==> config.mk <==
export PLATFORM = sky130hd
export DESIGN_NAME = time_display_scan
export DESIGN_NICKNAME = d
export VERILOG_FILES = /design/src/rtl/disp_pkg.sv /design/src/rtl/bcd_to_seg7.sv /design/src/rtl/time_display_scan.sv
export SDC_FILE = /design/constraint.sdc
export NUM_CORES = 1
export LEC_CHECK = 0
export BUFFER_PORTS_ARGS = -buffer_cell sky130_fd_sc_hd__buf_2
export CELL_PAD_IN_SITES_DETAIL_PLACEMENT = 1
export CELL_PAD_IN_SITES_GLOBAL_PLACEMENT = 1
export CORE_AREA = 2 2 101 103
export DETAILED_ROUTE_END_ITERATION = 12
export DIE_AREA = 0 0 103 105
export GPL_TIMING_DRIVEN = 0
export HOLD_SLACK_MARGIN = 0.02
export PLACE_DENSITY = 0.57
export SLEW_MARGIN = 25
export SYNTH_ARGS = -nofsm -noshare
export SYNTH_HDL_FRONTEND = slang
export SYNTH_HIERARCHICAL = 1
export SYNTH_SLANG_ARGS = --single-unit
==> constraint.sdc <==
create_clock -name clk -period 1.9 [get_ports clk]
set_input_delay 0.285 -clock clk [delete_from_list [all_inputs] [get_ports clk]]
set_output_delay 0.285 -clock clk [all_outputs]
set_load 0.02 [all_outputs]
==> src/rtl/disp_pkg.sv <==
// disp_pkg: segment codes, digit index type and polarity constants for the seven-segment display path
package disp_pkg;
  localparam logic [6:0] SEG_0     = 7'b1000000;
  localparam logic [6:0] SEG_1     = 7'b1111001;
  localparam logic [6:0] SEG_2     = 7'b0100100;
  localparam logic [6:0] SEG_3     = 7'b0110000;
  localparam logic [6:0] SEG_4     = 7'b0011001;
  localparam logic [6:0] SEG_5     = 7'b0010010;
  localparam logic [6:0] SEG_6     = 7'b0000010;
  localparam logic [6:0] SEG_7     = 7'b1111000;
  localparam logic [6:0] SEG_8     = 7'b0000000;
  localparam logic [6:0] SEG_9     = 7'b0010000;
  localparam logic [6:0] SEG_DASH  = 7'b0111111;
  localparam logic [6:0] SEG_BLANK = 7'b1111111;
  localparam logic [3:0] ANODE_OFF = 4'b1111;
  localparam logic       DP_ON     = 1'b0;
  localparam logic       DP_OFF    = 1'b1;
  typedef logic [1:0] digit_idx_t;
endpackage

==> src/rtl/bcd_to_seg7.sv <==
// bcd_to_seg7: BCD digit to active-low {g,f,e,d,c,b,a}, dash for codes above 9
module bcd_to_seg7
  import disp_pkg::*;
(
  input  logic [3:0] bcd_i,
  output logic [6:0] seg_o
);
  always_comb begin
    case (bcd_i)
      4'd0:    seg_o = SEG_0;
      4'd1:    seg_o = SEG_1;
      4'd2:    seg_o = SEG_2;
      4'd3:    seg_o = SEG_3;
      4'd4:    seg_o = SEG_4;
      4'd5:    seg_o = SEG_5;
      4'd6:    seg_o = SEG_6;
      4'd7:    seg_o = SEG_7;
      4'd8:    seg_o = SEG_8;
      4'd9:    seg_o = SEG_9;
      default: seg_o = SEG_DASH;
    endcase
  end
endmodule

==> src/rtl/time_display_scan.sv <==
// time_display_scan: four-digit multiplexed seven-segment driver with per-frame digit snapshot,
// adjust-mode blink and colon dot
module time_display_scan
  import disp_pkg::*;
#(
  parameter int REFRESH_DIV = 100000,
  parameter int BLANK_CYC   = 16,
  parameter int BLINK_TICKS = 250
) (
  input  logic       clk,
  input  logic       rst,
  input  logic [1:0] H1,
  input  logic [3:0] H2,
  input  logic [2:0] M1,
  input  logic [3:0] M2,
  input  logic [2:0] S1,
  input  logic [3:0] S2,
  input  logic       show_sec,
  input  logic [3:0] blink_mask,
  input  logic       colon_en,
  input  logic       lz_blank,
  output logic [3:0] anode,
  output logic [6:0] seg,
  output logic       dp
);
  localparam int PW = REFRESH_DIV > 1 ? $clog2(REFRESH_DIV) : 1;
  localparam int BW = BLINK_TICKS > 1 ? $clog2(BLINK_TICKS) : 1;
  logic [PW-1:0]   pcnt_q, pcnt_d;
  digit_idx_t      idx_q, idx_d;
  logic [BW-1:0]   bcnt_q, bcnt_d;
  logic            bphase_q, bphase_d;
  logic [3:0][3:0] snap_q, snap_d;
  logic [3:0]      anode_d, digit;
  logic [6:0]      seg_d, seg_dec;
  logic            dp_d, tick, bwrap, blank;
  bcd_to_seg7 u_dec (.bcd_i(digit), .seg_o(seg_dec));
  // Digits are latched only at the frame boundary so a rollover never tears the shown value
  always_comb begin
    tick     = pcnt_q == PW'(REFRESH_DIV - 1);
    bwrap    = tick && bcnt_q == BW'(BLINK_TICKS - 1);
    pcnt_d   = tick ? '0 : pcnt_q + 1'b1;
    idx_d    = tick ? idx_q + 1'b1 : idx_q;
    bcnt_d   = !tick ? bcnt_q : bwrap ? '0 : bcnt_q + 1'b1;
    bphase_d = bphase_q ^ bwrap;
    snap_d   = !(tick && idx_q == 2'd3) ? snap_q
             : show_sec ? {1'b0, M1, M2, 1'b0, S1, S2} : {2'b00, H1, H2, 1'b0, M1, M2};
    digit    = snap_q[idx_q];
    blank    = pcnt_q < PW'(BLANK_CYC) || (blink_mask[idx_q] && !bphase_q)
             || (lz_blank && idx_q == 2'd3 && digit == 4'd0);
    anode_d  = blank ? ANODE_OFF : ~(4'b0001 << idx_q);
    seg_d    = blank ? SEG_BLANK : seg_dec;
    dp_d     = !blank && idx_q == 2'd2 && colon_en && bphase_q ? DP_ON : DP_OFF;
  end
  always_ff @(posedge clk or negedge rst) begin
    if (!rst) begin
      pcnt_q   <= '0;
      idx_q    <= '0;
      bcnt_q   <= '0;
      bphase_q <= 1'b1;
      snap_q   <= '0;
      anode    <= ANODE_OFF;
      seg      <= SEG_BLANK;
      dp       <= DP_OFF;
    end else begin
      pcnt_q   <= pcnt_d;
      idx_q    <= idx_d;
      bcnt_q   <= bcnt_d;
      bphase_q <= bphase_d;
      snap_q   <= snap_d;
      anode    <= anode_d;
      seg      <= seg_d;
      dp       <= dp_d;
    end
  end
endmodule

**Yosys cells after proc, flatten, opt, wreduce, memory -nomap -nowiden**

Memories as Yosys holds them, arrays and structs flattened.
Cells that the tools add are included.

- Flip-flop bits (word level): 56
- Memory bits (read-only): 112
- Input bits: 29
- Memories kept: 1

- Add/subtract/negate cells: 3
- Magnitude comparators: 2
- Equal/unequal tests: 4
- Shift-type cells: 1
- Multiplexer cells: 10
- Bitwise logic cells: 2
- Reduce and logical (&&, ||, !) cells: 13

Memory list:

| name | depth | bits a word | read ports | clocked after Yosys merged registers in | write ports | RTL line | source |
|---|---|---|---|---|---|---|---|
| (no name shown) | 16 | 7 | 1 | 0 | 0 | bcd_to_seg7.sv:9 | `case (bcd_i)` |

Operators by type and width:

| operator | count |
|---|---|
| $add A17 B1 Y17 const B | 1 |
| $eq A17 B17 Y1 const B | 1 |
| $lt A17 B5 Y1 const B | 1 |
| $mux W17 | 1 |
| $mux W15 | 1 |
| $add A8 B1 Y8 const B | 1 |
| $bmux W4 S2 | 1 |
| $eq A8 B8 Y1 const B | 1 |
| $logic_and A1 B1 Y1 | 8 |
| $mux W4 | 2 |
| $mux W8 | 1 |
| $mux W7 | 1 |
| $eq A2 B2 Y1 const B | 2 |
| $logic_not A4 Y1 | 1 |
| $not A4 Y4 | 1 |
| $shl A1 B2 Y4 const A | 1 |
| $lt A2 B3 Y1 const B | 1 |
| $add A2 B1 Y2 const B | 1 |
| $bmux W1 S2 | 1 |
| $logic_not A1 Y1 | 2 |
| $logic_or A1 B1 Y1 | 2 |
| $mux W1 | 2 |
| $xor A1 B1 Y1 | 1 |

**Depth between registers and ports, before layout**

Gate-level depths: netlist of the first run.

- Word-level depth: 10
- Mapped depth: 8
- Gate-level depth less buffers: 7

**Hierarchy**

The synthesis of the first run kept the hierarchy.

By module, submodules not included:

| module | times used | cells each | area an instance (um^2) |
|---|---|---|---|
| time_display_scan | 1 | 257 | 2,695.1 |
| bcd_to_seg7 | 1 | 31 | 240.2 |

**Worst setup path before layout of the first run**

No wires, ideal clock.

- Path kind: register -> register
- From: register idx_q[0]
- To: register anode[0]
- Arrival time: 1,842 ps
- Setup slack: -7 ps
- Stages on the path, launching flop included: 6
- Buffers on the path: 2
- Period minus slack after synthesis: 1,907 ps
- Path through: dfrtp_1 buf_6 mux4_2 or4_4 buf_6 nand3_1

- Cells in the longest elaborated chain, start to end: 6
- Elaborated cells on any way between the ends: 14
- Those cells by class: 1 x eq/ne; 1 x shift; 5 x mux; 1 x bitwise; 6 x reduce/logical

RTL lines:

| element | RTL line | source |
|---|---|---|
| from (decl) | time_display_scan.sv:29 | `digit_idx_t idx_q, idx_d;` |
| from (signal assigned) | time_display_scan.sv:66 | `idx_q <= idx_d;` |
| $bmux W4 S2 | time_display_scan.sv:47 | `digit = snap_q[idx_q];` |
| $mux W4 (not written as such) | time_display_scan.sv:47 |  |
| named net digit[1] | time_display_scan.sv:33 | `logic [3:0] anode_d, digit;` |
| $logic_not A4 Y1 | time_display_scan.sv:49 | `\|\| (lz_blank && idx_q == 2'd3 && digit == 4'd0);` |
| $logic_and A1 B1 Y1 | time_display_scan.sv:49 |  |
| $logic_or A1 B1 Y1 | time_display_scan.sv:49 |  |
| $mux W4 | time_display_scan.sv:50 | `anode_d = blank ? ANODE_OFF : ~(4'b0001 << idx_q);` |
| named net anode_d[0] | time_display_scan.sv:33 |  |
| to (signal assigned) | time_display_scan.sv:70 | `anode <= anode_d;` |
| to (decl) | time_display_scan.sv:22 | `output logic [3:0] anode,` |

The timed path passes the listed nets, and every way through them passes these cells. The select of a mux whose other input is x is not followed.
A chain may end at the register's enable or synchronous reset.

**Worst setup path after layout of the first run**

- From: register idx_q[0]
- To: register anode[1]

Same word-level chain as after synthesis.

==> flow_metrics.tcl, run 1 <==
set metrics [dict create \
    utilization_pct 39.76 \
    synth.top_cell.area_share_pct 34.95 \
    p_comb_share_pct 4.8 \
    synthArstFlopShare_pct 100.0 \
    drt-total-wl_um 7127 \
    nets 396 \
    place_ws_ns -0.4366 \
    fmax_mhz 505.9 \
    io_buffers 39 \
    grt.overflow.total 0 \
    die_h_um 105 \
    tightest_slew_ns 0.6812 \
    required_ns 2.15 \
    cts.clk_slew.worst_paths_ns 0.10 \
    critPathKind "reg -> reg" \
    r2r_slack_ns -0.08 \
    ios 41 \
    fin_crit_sh_pct 104.0 \
    cap_violations 0 \
    ctsHoldBuffers 0 \
    worstSetupEndpointType "flip-flop" \
    slowest_stage "mux4_2" \
    rsz0062_at_grt "yes" \
    hold_class "in -> async" \
    synth_edf_count 0 \
    r2r_start "idx_q[0]$_DFFE_PN0N_" \
    setup_violations 12 \
    initialDrtViolationCount 62 \
    synth_nets 329 \
    swShare_pct 22.10 \
    vias_per_cell 4.838 \
    synth_area_leader_cell "dfrtp_1" \
    r2r-end "anode[1]$_DFF_PN1_" \
    antenna_found_initial 0 \
    dieArea_sq_um 10820 \
    core_area_sq_um 9639 \
    cp.arrival_ns 2.22 \
    crit_chain "buf_6, mux4_2, or4_4, buf_6, nand3_1" \
    p_total_uw 2037 \
    violations "negative setup slack" \
    h-tree-depth 2 \
    fp.dieW_um 103 \
    clock_power_share_pct 38.5 \
    cts_tree "built" \
    place_hpwl_um 4884 \
    layout_setup_ws_ns -0.07664 \
    relSlewSlack_pct 54.59 \
    power_frac_seq_pct 56.6 \
    syn_inst 288 \
    clock_latency_ns 0.31 \
    tns_ns -0.7126 \
    maxSlewViolCount 0 \
    crit_path_start_kind "flip-flop" \
    start_util_pct 30.45 \
    cts-root-buf "clkbuf_8" \
    synthFlopType "dfrtp_1" \
    syn2layout_area_growth_pct 30.56 \
    p_leak_uw 0.001579 \
    synth_cell_types 49 \
    clock-sinks 54 \
    switching_power_uw 450.2 \
    status "finished with violations" \
    path_max_fanout 7 \
    avgSynthCellArea_sq_um 10.19 \
    first_global_vias 2337 \
    p_per_area_nw_per_um2 531.6 \
    place_congestion 0.7536 \
    drt-pass1-iter-count 4 \
    r2r_cells 5 \
    cts_buffers 5 \
    synth_area_sq_um 2935 \
    grt_pass1_wl_um 11900 \
    drive_above_1_share_pct 39.61 \
    antenna_cells 0 \
    fin_crit_ns 1.977 \
    p_int_uw 1587 \
    synthTopCellsByArea "dfrtp_1 35%, dfstp_2 12%, o21ai_0 6.6%" \
    grt_max_degree 55 \
    wl_per_cell_um 14.57 \
    ant_nets 0 \
    cpPeakStageDelay_ns 0.61 \
    yosysSeqAreaShare_pct 46.59 \
    drc 0 \
    grt_usage_pct 13.86 \
    ys_seq_elements 54 \
    hold_viol 0 \
    synth_warnings 6 \
    row_count 36 \
    path_common_cell "buf_6" \
    vias 2366 \
    fin_worst_skew_ns 0.009910 \
    cts_buffer_depth 2 \
    max-vdd-ir-drop_v 0.0002659 \
]
## how the worst max path moves through the flow
stage | to | cells after the start | start | slack, ns
floorplan | anode[0]$_DFF_PN1_ | 5 | idx_q[0]$_DFFE_PN0N_ | 0.02
global placement | snap_q[13]$_DFFE_PN0P_ | 7 | pcnt_q[0]$_DFF_PN0_ | -0.40
detailed placement | snap_q[13]$_DFFE_PN0P_ | 7 | pcnt_q[0]$_DFF_PN0_ | -0.44
CTS | anode[1]$_DFF_PN1_ | 5 | idx_q[0]$_DFFE_PN0N_ | -0.07
global route | anode[1]$_DFF_PN1_ | 5 | idx_q[0]$_DFFE_PN0N_ | -0.15
finish | anode[1]$_DFF_PN1_ | 5 | idx_q[0]$_DFFE_PN0N_ | -0.08
## power groups by stage
stage	Clock [uW]	Combinational, uW	Sequential (uW)
global route	864	111	1150
finish	785	98.0	1150
CTS	822	97.6	1150
floorplan	0	30.1	1180
detailed placement	0	97.3	1180
global placement	0	95.1	1180
## cell usage in the layout (no fill, tap or decap), types with 9 or more instances in the layout
cell / Yosys / final
o21ai_2: 0 / 16
dfrtp_1: 41 / 40
ha_1: 12 / 9
mux2i_1: 15 / 14
nand2_1: 21 / 20
o21ai_1: 0 / 15
xnor2_1: 12 / 12
buf_2: 0 / 38
buf_6: 5 / 10
dfstp_2: 13 / 13
buf_4: 0 / 18
nor2_1: 22 / 21
nand3_1: 16 / 10
## cells by family (layout without fill, tap and decap cells)
family / Yosys count / after routing / share of synthesized area, %
adder cells (fa/ha/maj): 12 / 12 / 5.115
AO/OA/AOI/OAI: 58 / 58 / 11.04
XOR/XNOR: 16 / 16 / 4.774
multiplexers: 19 / 19 / 8.312
flip-flops: 54 / 54 / 46.59
buffers and inverters: 27 / 95 / 4.817
AND/OR/NAND/NOR: 102 / 102 / 19.35
## area by class of cell
class	instances	area, sq um
clock inverter	2	37.54
clock buffer	6	72.57
buffer	17	133.9
fill	1106	5807
timing repair buffer	61	399.1
multi-input combinational	207	1620
inverter	9	33.78
tap	133	166.4
sequential	54	1369
## through the flow
stage	instance area [sq um]	hold slack [ns]	std cells
after floorplan	2935	-0.01059	288
after global placement	3297	0.4640	460
after detailed placement	3299	0.3825	460
after CTS	3580	0.03613	481
after global routing	3832	0.05401	489
final	3832	0.003562	489
## worst max-delay path, delay by kind of cell, from the launching register on
kind	cells	cell delay, ns
and+or+nand+nor	2	0.63
DFF	1	0.38
muxes	1	0.61
buffers and inverters	2	0.30
## metal layers
layer	global-route usage [%]	vias to the layer above	routed length, um
met1	19.19	1166	3438
met5	0	-	0
met3	2.609	6	194
met4	3.383	0	72
met2	22.22	33	3421
li1	-	1161	-
## Yosys cell counts, types with 2 or more instances
master and number:
inv_1 9, or4_4 2, ha_1 12, clkbuf_2 2
nand2_1 21, and4_1 4, or4_1 2, nor2_1 22
buf_6 5, clkbuf_1 9, dfrtp_1 41, nand3b_1 2
o21ai_0 39, mux4_2 3, xnor2_1 12, nand3_1 16
a22oi_1 2, o31ai_1 5, and3b_1 2, dfstp_2 13
buf_1 2, nor4b_1 2, a21oi_1 6, nor2b_1 4
nor4_1 2, xor2_1 4, and3_1 4, nand4_1 4
mux2i_1 15, nor3_1 3
## flip-flops by register name, summed over array words and instances (netlist names)
| register | count |
|---|---|
| bcnt_q | 8 |
| anode | 4 |
| snap_q | 14 |
| bphase_q | 1 |
| pcnt_q | 17 |
| idx_q | 2 |
| seg | 7 |
| dp | 1 |
## what timing repair did
item,in CTS,in global routing
cloned,2,1
buffers inserted,12,7
pin swaps,4,13
gates resized for setup,20,80
endpoints found under the setup margin,43,41
Note: power is estimated with default switching activity, not from simulation.
==> run 2: changes to the inputs <==
- CAP_MARGIN: default -> 20
- CTS_BUF_LIST: default -> sky130_fd_sc_hd__clkbuf_8
==> flow_metrics.tcl, run 2 (same netlist as run 1, synthesis figures left out) <==
set metrics [dict create \
    initialDrtViolationCount 62 \
    swShare_pct 22.18 \
    cts-root-buf "clkbuf_8" \
    fin_worst_skew_ns 0.009905 \
    crit_family "simple AND/OR/NAND/NOR gates" \
    seq_area_sq_um 1369 \
    met2_length_um 3421 \
    status "finished with violations" \
    start_util_pct 30.45 \
    n_fill_cell 1106 \
    cts_buffers 5 \
    fp.dieW_um 103 \
    r2r-end "anode[1]$_DFF_PN1_" \
    cp.buffers_inverters 2 \
    r2r_slack_ns -0.08 \
    ctsHoldBuffers 0 \
    core_area_sq_um 9639 \
    syn2layout_area_growth_pct 30.56 \
    io_buffers 39 \
    grt.overflow.total 0 \
    crit_chain "buf_6, mux4_2, or4_4, buf_6, nand3_1" \
    tns_ns -0.7123 \
    required_ns 2.15 \
    clock_power_share_pct 38.4 \
    largest_reg_flops 17 \
    vias_per_cell 4.838 \
    vias 2366 \
    max-vdd-ir-drop_v 0.0002665 \
    cap_violations 0 \
    p_int_uw 1582 \
    final_cell_mix "40 x dfrtp_1, 38 x buf_2, 21 x nor2_1" \
    ios 41 \
    slowest_stage "mux4_2" \
    grt_usage_pct 13.86 \
    ant_nets 0 \
    fin_crit_ns 1.977 \
    cts.clk_slew.worst_paths_ns 0.10 \
    p_total_uw 2032 \
    dieArea_sq_um 10820 \
    h-tree-depth 2 \
    die_h_um 105 \
    p_comb_share_pct 4.8 \
    regMostFlops "pcnt_q" \
    crit_path_start_kind "flip-flop" \
    drive_above_1_share_pct 39.61 \
    place_hpwl_um 4884 \
    clock-sinks 54 \
    drc 0 \
    p_per_area_nw_per_um2 530.3 \
    path_common_cell "buf_6" \
    switching_power_uw 450.7 \
    layout_setup_ws_ns -0.07662 \
    first_global_vias 2337 \
    antenna_found_initial 0 \
    final_common_cell "dfrtp_1" \
    tightest_slew_ns 0.6812 \
    r2r_start "idx_q[0]$_DFFE_PN0N_" \
    cpPeakStageDelay_ns 0.61 \
    p_leak_uw 0.001583 \
    dr_wl_met3_um 194 \
    cts_tree "built" \
    hold_viol 0 \
    multi_input_area_sq_um 1620 \
    rsz0062_at_grt "yes" \
    maxSlewViolCount 0 \
    wl_met1_um 3440 \
    setup_violations 12 \
    violations "negative setup slack" \
    path_max_fanout 7 \
    hold_class "in -> async" \
    worstSetupEndpointType "flip-flop" \
    clock_latency_ns 0.31 \
    antenna_cells 0 \
    place_congestion 0.7536 \
    largest_registers "pcnt_q: 17 flops, snap_q: 14 flops, bcnt_q: 8 flops" \
    nets 396 \
    r2r_cells 5 \
    top_layer "met4" \
    relSlewSlack_pct 54.59 \
    cp.arrival_ns 2.22 \
    fin_crit_sh_pct 104.0 \
    grt_max_degree 55 \
    power_frac_seq_pct 56.8 \
    wl_per_cell_um 14.58 \
    fmax_mhz 505.9 \
    critPathKind "reg -> reg" \
    grt_pass1_wl_um 11900 \
    cts_buffer_depth 2 \
    row_count 36 \
    drt-pass1-iter-count 4 \
    drt-total-wl_um 7128 \
    whs_ns 0.003562 \
]
-- run 2: changes by cell type in the layout (fill, tap and decap cells not counted), sizes merged --
cell	previous run	this run
inv	9	10
clkbuf	15	14
-- run 2: how the worst max path moves through the flow --
stage	startpoint	cells past startpoint	end	slack, ns
after floorplan	idx_q[0]$_DFFE_PN0N_	5	anode[0]$_DFF_PN1_	0.02
after global placement	pcnt_q[0]$_DFF_PN0_	7	snap_q[13]$_DFFE_PN0P_	-0.40
after detailed placement	pcnt_q[0]$_DFF_PN0_	7	snap_q[13]$_DFFE_PN0P_	-0.44
after CTS	idx_q[0]$_DFFE_PN0N_	5	anode[1]$_DFF_PN1_	-0.07
after global routing	idx_q[0]$_DFFE_PN0N_	5	anode[1]$_DFF_PN1_	-0.15
final	idx_q[0]$_DFFE_PN0N_	5	anode[1]$_DFF_PN1_	-0.08
-- run 2: repair_timing --
item | in CTS | in global routing
pin swaps | 4 | 13
setup buffers | 12 | 7
endpoints found under the setup margin | 43 | 41
cloned | 2 | 1
resized for setup | 20 | 80
-- run 2: per-layer routing --
metal	track usage, %	up-vias
met5	0	-
li1	-	1161
met2	22.22	33
met4	3.383	0
met3	2.609	6
met1	19.19	1166
-- run 2: final cells by class --
type                    count  share of cell area (%)
plain buffers              17                   3.493
clock buffers               5                   1.796
clock inverters             3                   1.077
inverters                   9                  0.8815
multi-input cells         207                   42.28
flip-flops and latches     54                   35.72
well taps                 133                   4.342
repair buffers             61                   10.41
-- run 2: power groups by stage --
stage	logic (uW)	clock network, uW	registers, uW
6_report	98.0	780	1150
5_1_grt	111	859	1150
4_1_cts	97.6	817	1150
3_5_place_dp	97.3	0	1180
3_3_place_gp	95.1	0	1180
2_1_floorplan	30.1	0	1180
-- run 2: per-stage QoR --
stage | util [%] | area [sq um] | std cells | setup WS [ns]
after floorplan | - | 2935 | 288 | 0.02295
after global placement | 34.20 | 3297 | 460 | -0.3956
after detailed placement | 34.23 | 3299 | 460 | -0.4366
after CTS | 37.14 | 3580 | 481 | -0.07256
after global routing | 39.76 | 3832 | 489 | -0.1508
final | 39.76 | 3832 | 489 | -0.07662
==> run 3: changes to the inputs <==
- ABC_AREA: default -> 1
- CORE_AREA: 2 2 101 103 -> 2 2 105 107
- DIE_AREA: 0 0 103 105 -> 0 0 107 109
- PLACE_DENSITY: 0.57 -> 0.6
==> flow_metrics.tcl, run 3 <==
set metrics [dict create \
    clock_latency_ns 0.32 \
    status "completed" \
    die_h_um 109 \
    syn_inst 437 \
    synth_nets 478 \
    stdcell_count 634 \
    nets 534 \
    vias_per_cell 4.418 \
    final_common_cell "nand2_1" \
    path_common_cell "nand2_1" \
    slowest_stage "dfrtp_2" \
    fmax_mhz 560.8 \
    p_per_area_nw_per_um2 513.5 \
    synth_warnings 6 \
    ys_top_cells_by_count "137 x nand2_1, 63 x inv_1, 52 x nor2_1" \
    relSlewSlack_pct 53.55 \
    r2r-end "seg[3]$_DFF_PN1_" \
    dr_wl_met3_um 192 \
    first_global_vias 2784 \
    required_ns 2.12 \
    place_congestion 0.7561 \
    synth_area_sq_um 3189 \
    met2_length_um 3873 \
    grt_usage_pct 14.51 \
    path_max_fanout 8 \
    r2r_slack_ns 0.12 \
    tightest_slew_ns 0.6967 \
    p_int_uw 1479 \
    r2r_start "idx_q[1]$_DFFE_PN0N_" \
    synth_edf_count 0 \
    critPathKind "reg -> reg" \
    crit_path_start_kind "flip-flop" \
    r2r_cells 10 \
    drt-total-wl_um 7832 \
    syn2layout_area_growth_pct 17.54 \
    numPlacedInstances 616 \
    largest_reg_flops 17 \
    ant_nets 0 \
    max-vdd-ir-drop_v 0.0002683 \
    crit_chain "clkinvlp_4, nand3_1, nand2_1, inv_2, inv_2, ha_1, nand2_1, nand3_2, nand2_1, nand3b_1" \
    synthArstFlopShare_pct 100.0 \
    fin_worst_skew_ns 0.01343 \
    n_fill_cell 1359 \
    avgSynthCellArea_sq_um 7.298 \
    synth_cell_types 28 \
    antenna_cells 0 \
    drive_above_1_share_pct 19.64 \
    hold_viol 0 \
    h-tree-depth 2 \
    cts_buffers 5 \
    regMostFlops "pcnt_q" \
    cts_tree "built" \
    cts_buffer_depth 2 \
    swShare_pct 23.15 \
    p_leak_uw 0.001923 \
    ys_seq_elements 54 \
    wl_met1_um 3628 \
    fin_crit_sh_pct 93.85 \
    grt_pass1_wl_um 13280 \
    synthFlopType "dfrtp_1" \
    cts-root-buf "clkbuf_8" \
    cts.clk_slew.worst_paths_ns 0.10 \
    drt-pass1-iter-count 4 \
    wl_per_cell_um 12.35 \
    vias 2801 \
    synthTopCellsByArea "dfrtp_1 32%, nand2_1 16%, dfstp_2 11%" \
    worstSetupEndpointType "flip-flop" \
    clock-sinks 54 \
    synth_area_leader_cell "dfrtp_1" \
    grt.overflow.total 0 \
    dieArea_sq_um 11660 \
    core_area_sq_um 10600 \
    place_ws_ns -0.1546 \
    antenna_found_initial 0 \
    row_count 38 \
    power_frac_seq_pct 60.0 \
    cap_violations 0 \
    cpPeakStageDelay_ns 0.47 \
    ctsHoldBuffers 0 \
    synth.top_cell.area_share_pct 32.17 \
    layout_setup_ws_ns 0.1169 \
    switching_power_uw 445.6 \
    setup_violations 0 \
    ios 41 \
    p_comb_share_pct 5.0 \
    initialDrtViolationCount 88 \
    place_hpwl_um 5992 \
    cp.arrival_ns 2.01 \
    utilization_pct 35.36 \
    fin_crit_ns 1.783 \
    largest_registers "pcnt_q: 17 flops, snap_q: 14 flops, bcnt_q: 8 flops" \
    start_util_pct 30.08 \
    tns_ns 0 \
    maxSlewViolCount 0 \
    clock_power_share_pct 35.1 \
    hold_class "in -> async" \
    fp.dieW_um 107 \
    synth.most_common_cell "nand2_1" \
    io_buffers 39 \
    p_total_uw 1925 \
    final_cell_mix "136 x nand2_1, 59 x inv_1, 52 x nor2_1" \
    top_layer "met4" \
    drc 0 \
    grt_max_degree 55 \
    yosysSeqAreaShare_pct 42.88 \
]
[run 3: what timing repair did]
item	CTS	global route
setup endpoints to repair	3	11
resized for setup	4	6
buffers inserted	4	6
pin swaps	0	1
[run 3: area by class of cell]
| cell class | instances | area [sq um] | area share [%] |
|---|---|---|---|
| inverters | 68 | 261.5 | 6.976 |
| clock inverters | 2 | 8.758 | 0.2336 |
| repair buffers | 49 | 272.8 | 7.276 |
| well taps | 140 | 175.2 | 4.673 |
| flip-flops and latches | 54 | 1369 | 36.52 |
| plain buffers | 10 | 71.32 | 1.903 |
| clock buffers | 6 | 82.58 | 2.203 |
| multi-input cells | 305 | 1508 | 40.22 |
[run 3: through the flow]
step | cell area (sq um) | hold WS, ns
2_1_floorplan | 3189 | -0.01059
3_3_place_gp | 3560 | 0.4498
3_5_place_dp | 3562 | 0.3992
4_1_cts | 3689 | 0.03383
5_1_grt | 3749 | 0.05212
6_report | 3749 | 0.002700
[run 3: worst max-delay path by stage]
| stage | start | end | cells past startpoint |
|---|---|---|---|
| 2_1_floorplan | idx_q[0]$_DFFE_PN0N_ | seg[3]$_DFF_PN1_ | 13 |
| 3_3_place_gp | idx_q[0]$_DFFE_PN0N_ | seg[3]$_DFF_PN1_ | 13 |
| 3_5_place_dp | idx_q[0]$_DFFE_PN0N_ | seg[3]$_DFF_PN1_ | 13 |
| 4_1_cts | idx_q[0]$_DFFE_PN0N_ | seg[3]$_DFF_PN1_ | 13 |
| 5_1_grt | idx_q[1]$_DFFE_PN0N_ | seg[3]$_DFF_PN1_ | 10 |
| 6_report | idx_q[1]$_DFFE_PN0N_ | seg[3]$_DFF_PN1_ | 10 |
[run 3: power by group through the flow]
stage                     Clock [uW]  Combinational, uW  Sequential [uW]
after floorplan                    0               32.6             1180
after global placement             0               97.4             1180
after detailed placement           0                102             1180
after CTS                        723                102             1150
after global routing             764                112             1150
final                            675               96.2             1150
[run 3: critical path: cells and delay by family, from the launching register on]
family | cells | cell delay [ns]
flops | 1 | 0.47
buf+inv | 3 | 0.36
fa+ha+maj | 1 | 0.27
simple gates | 6 | 0.60
[run 3: kinds of logic (layout without fill, tap and decap cells)]
| group | count (synthesis) | count (layout) | synth area share, % |
|---|---|---|---|
| adders and majority gates | 12 | 12 | 4.708 |
| muxes | 1 | 1 | 0.3531 |
| xor gates and xnor gates | 13 | 13 | 3.570 |
| buffers and inverters | 78 | 135 | 10.08 |
| AOI/OAI and AO/OA | 25 | 25 | 4.041 |
| DFF | 54 | 54 | 42.88 |
| and+or+nand+nor | 254 | 254 | 34.37 |
[run 3: per-layer routing]
layer | track usage (%) | up-vias
met1 | 17.87 | 1306
met5 | 0 | -
met2 | 25.71 | 35
li1 | - | 1451
met3 | 2.391 | 9
met4 | 5.102 | 0
